$ cat src/rtl/gnr_pkg.sv
// Shared types, sizing helpers and truth-table constants for the GRN node array.
package gnr_pkg;

  // 2**n entries in an n-input truth table
  function automatic int unsigned lut_w(input int unsigned n);
    return 32'd1 << n;
  endfunction

  // Low bit of element idx in a packed bus of w-bit elements
  function automatic int unsigned slice_lo(input int unsigned idx, input int unsigned w);
    return idx * w;
  endfunction

  localparam logic [7:0] TT_AND = 8'h80;
  localparam logic [7:0] TT_OR  = 8'hFE;

endpackage

$ cat src/rtl/gnr_lut_stream.sv
// One state copy of a LUT node: stride phase counter, state register, update flags.
module gnr_lut_stream
  import gnr_pkg::*;
#(
  parameter int unsigned N_IN = 3,
  parameter int unsigned SW   = 4
) (
  input  logic                     clk,
  input  logic                     rst,
  input  logic                     reset_nos,
  input  logic                     init_val,
  input  logic                     start,
  input  logic [SW-1:0]            stride,
  input  logic [N_IN-1:0]          idx,
  input  logic [lut_w(N_IN)-1:0]   tt,
  output logic                     state,
  output logic                     upd_v,
  output logic                     changed
);

  logic [SW-1:0] phase;
  logic [SW-1:0] reload;
  logic          next_val;
  logic          apply;

  always_comb begin
    next_val = tt[idx];
    reload   = (stride == '0) ? '0 : stride - SW'(1);
    apply    = start && (phase == '0);
  end

  always_ff @(posedge clk) begin
    if (rst) begin
      state   <= 1'b0;
      phase   <= '0;
      upd_v   <= 1'b0;
      changed <= 1'b0;
    end else if (reset_nos) begin
      state   <= init_val;
      phase   <= '0;
      upd_v   <= 1'b0;
      changed <= 1'b0;
    end else if (apply) begin
      state   <= next_val;
      phase   <= reload;
      upd_v   <= 1'b1;
      changed <= (next_val != state);
    end else begin
      upd_v   <= 1'b0;
      changed <= 1'b0;
      if (start) phase <= phase - SW'(1);
    end
  end

endmodule

$ cat src/rtl/gnr_node_lut.sv
// Generalised Boolean-network node: shared runtime truth table, N_STREAMS strided state copies.
module gnr_node_lut
  import gnr_pkg::*;
#(
  parameter int unsigned        N_IN      = 3,
  parameter int unsigned        N_STREAMS = 2,
  parameter int unsigned        SW        = 4,
  parameter logic [2**N_IN-1:0] TT_RESET  = TT_AND
) (
  input  logic                        clk,
  input  logic                        rst,
  input  logic                        cfg_we,
  input  logic [2**N_IN-1:0]          cfg_tt,
  input  logic                        reset_nos,
  input  logic [N_STREAMS-1:0]        init_state,
  input  logic [N_STREAMS-1:0]        start,
  input  logic [N_STREAMS*SW-1:0]     stride,
  input  logic [N_STREAMS*N_IN-1:0]   in_vals,
  output logic [N_STREAMS-1:0]        state,
  output logic [N_STREAMS-1:0]        upd_v,
  output logic [N_STREAMS-1:0]        changed,
  output logic                        all_eq
);

  logic [lut_w(N_IN)-1:0] tt;

  // Streams read the registered table, so a same-cycle load only affects later starts
  always_ff @(posedge clk) begin
    if (rst)         tt <= TT_RESET;
    else if (cfg_we) tt <= cfg_tt;
  end

  for (genvar i = 0; i < N_STREAMS; i++) begin : g_stream
    gnr_lut_stream #(
      .N_IN (N_IN),
      .SW   (SW)
    ) u_stream (
      .clk       (clk),
      .rst       (rst),
      .reset_nos (reset_nos),
      .init_val  (init_state[i]),
      .start     (start[i]),
      .stride    (stride[slice_lo(i, SW) +: SW]),
      .idx       (in_vals[slice_lo(i, N_IN) +: N_IN]),
      .tt        (tt),
      .state     (state[i]),
      .upd_v     (upd_v[i]),
      .changed   (changed[i])
    );
  end

  always_comb all_eq = (state == '0) || (state == '1);

endmodule

$ cat config.mk
export PLATFORM = sky130hd
export DESIGN_NAME = gnr_node_lut
export DESIGN_NICKNAME = d
export VERILOG_FILES = /design/src/rtl/gnr_pkg.sv /design/src/rtl/gnr_lut_stream.sv /design/src/rtl/gnr_node_lut.sv
export SDC_FILE = /design/constraint.sdc
export NUM_CORES = 1
export LEC_CHECK = 0
export CAP_MARGIN = 5
export CORE_MARGIN = 2
export CORE_UTILIZATION = 40
export CTS_CLUSTER_SIZE = 25
export DETAILED_ROUTE_END_ITERATION = 8
export PLACE_DENSITY = 0.69
export SKIP_CTS_REPAIR_TIMING = 1
export SLEW_MARGIN = 40
export SYNTH_ARGS = -nofsm -noshare
export SYNTH_HDL_FRONTEND = slang
export SYNTH_SLANG_ARGS = --single-unit
$ cat constraint.sdc
create_clock -name clk -period 1.5 [get_ports clk]
set_input_delay 0.15 -clock clk [delete_from_list [all_inputs] [get_ports clk]]
set_output_delay 0.15 -clock clk [all_outputs]
set_load 0.02 [all_outputs]
==> results_dict.tcl <==
set metrics [dict create \
    status "finished clean" \
    power_frac_seq 0.476 \
    p_switching_mw 0.369 \
    antenna_found_initial 0 \
    tightestPinTransition_ns 0.494 \
    p_int_mw 0.988 \
    slew_violations 0 \
    min_path_type "in -> reg" \
    synth_ff_type "dfxtp_1" \
    ant_nets 0 \
    top_usage_layer "met2" \
    power_leakage_nw 0.719 \
    chipWidth_um 60.0 \
    floorplan.initialDensity 0.417 \
    insertion_delay_ns 0.30 \
    ioPinCount 37 \
    clkTransAtPathRegs_ns 0.12 \
    cp_max_fo 2 \
    clkPwrFrac 0.238 \
    via_per_inst 5.53 \
    wl_per_cell_um 13.8 \
    worst_clock_skew_ns 0.000921 \
    fmax_mhz 687 \
    max_slew_margin 0.670 \
    setup_viol 0 \
    crit_arrival_ns 1.66 \
    p_comb_frac 0.285 \
    drt_iter0_drc 44 \
    grt_pass1_vias 1057 \
    cts_tree "done" \
    port_buffers 36 \
    max-vdd-ir-drop_mv 0.519 \
    final_layout_size_suffix_gt1_frac 0.177 \
    grt_util_met2 0.287 \
    ys_seq_area_frac 0.352 \
    fin_crit_sh 0.971 \
    ys_types 27 \
    switching_share 0.272 \
    route.vias.total 1150 \
    hpwl_um 2240 \
    grt_pass1_wl_um 4370 \
    powerDensity_nw_per_um2 784 \
    grt_util_all_layers 0.161 \
    first_pass_iters 4 \
    syn_inst 136 \
    synth_edf_count 0 \
    grt_max_degree 13 \
    nFillCells 276 \
    rows 20 \
    netlist_area_um2 1250 \
    fin_tns_setup_ns 0 \
    clockRootBuffer "clkbuf_4" \
    final_util 0.576 \
    clk_path_buf_depth 2 \
    drc 0 \
    core_um2 3000 \
    die_h_um 60.0 \
    grt_util_met1 0.188 \
    wirelength_um 2860 \
    synth_seq_cells 22 \
    crit_path_end_kind "register" \
    use_met3 0.0303 \
    postSynth.asyncResetShare 0 \
    period_minus_slack_ns 1.46 \
    yosysWarnings 0 \
    area.growth.synth_to_final_pct 38.2 \
    path_class "in -> reg" \
    cp_data_required_time_ns 1.70 \
    die_area_um2 3590 \
    grt_overflow_total 0 \
    cts_buffers 3 \
    finalHoldViolCount 0 \
    p_total_mw 1.36 \
    drv_cap 0 \
    synth.net_count 170 \
    timing.hold.ws_ns 0.394 \
    place_congestion 0.826 \
    htreeDepth 1 \
    nets 210 \
    setup.worst_path.start_class "primary input" \
    clock_sinks 22 \
    antenna_cells 0 \
    avgSynthCellArea_um2 9.21 \
]
cell families (layout without fill, tap and decap cells):
kind of cell	after synthesis	in the layout	share of synthesized area
multiplexers	15	15	0.172
buffers and inverters	15	54	0.0649
adder cells (fa/ha/maj)	4	4	0.0400
AND/OR/NAND/NOR	44	44	0.182
XOR/XNOR	3	3	0.0210
AO/OA/AOI/OAI	33	33	0.169
flip-flops	22	22	0.352
critical path, stage by stage:
cell	delay [ns]
clkdlybuf4s50_1	0.50
mux4_1	0.57
mux2i_2	0.21
xor2_1	0.16
nor3_1	0.06
sequential cells by signal (all words and copies together), names as in the netlist:
signal / count
g_stream.u_stream.changed: 2
tt: 8
g_stream.u_stream.upd_v: 2
g_stream.u_stream.phase: 8
g_stream.u_stream.state: 2
cells in the mapped netlist, types with 5 or more instances:
cell type  number  area [um^2]
o21ai_0         8         40.0
nor3_1          6         30.0
mux2i_1        11          110
a21oi_1         8         40.0
nor2_1         16         60.1
dfxtp_1        22          440
nor2b_1         5         31.3
buf_4           6         45.0
nand2_1        10         37.5
per-stage QoR:
stage	setup slack, ns	cells	cell area [um^2]
after floorplan	0.174	136	1250
after global placement	-0.266	202	1650
after detailed placement	-0.340	202	1650
after CTS	-0.132	206	1680
after global routing	-0.00149	208	1730
final	0.0441	208	1730
power groups by stage:
stage | registers [mW] | logic [mW] | clock network [mW]
final | 0.646 | 0.387 | 0.323
after global routing | 0.652 | 0.425 | 0.356
after CTS | 0.645 | 0.372 | 0.333
after detailed placement | 0.658 | 0.370 | 0
after global placement | 0.656 | 0.358 | 0
after floorplan | 0.651 | 0.213 | 0
cell usage in the layout (no fill, tap or decap), types with 5 or more instances in the layout:
cell type and n:
nor3_1 6, nor2_1 16, dfxtp_1 19, a21oi_1 8, clkdlybuf4s50_1 32, nand2_1 10
o21ai_0 8, nor2b_1 5, buf_4 10, mux2i_1 9
worst paths after layout:
kind	startpoint	to	slack, ns	cells past startpoint
min reg2reg	g_stream[1].u_stream.phase[0]$_SDFFE_PP0P_	g_stream[1].u_stream.phase[0]$_SDFFE_PP0P_	0.48	1
min	init_state[0]	g_stream[0].u_stream.state$_SDFFE_PP0P_	0.39	3
max reg2reg	g_stream[1].u_stream.phase[0]$_SDFFE_PP0P_	g_stream[1].u_stream.state$_SDFFE_PP0P_	0.06	6
max	in_vals[0]	g_stream[0].u_stream.changed$_SDFF_PP0_	0.04	5
per-layer routing:
metal	routed length (um)	up-vias
met3	154	6
met1	1160	545
met4	48	0
met5	0	-
met2	1510	31
li1	-	568
cell type report:
type / instances / area (um^2) / share of cell area
Inverter: 4 / 15.0 / 0.00868
Tap cell: 33 / 41.3 / 0.0239
Clock buffer: 4 / 36.3 / 0.0210
Timing Repair Buffer: 46 / 445 / 0.257
Multi-Input combinational cell: 99 / 746 / 0.431
Sequential cell: 22 / 447 / 0.258
Power figures use the tool's default switching activity.
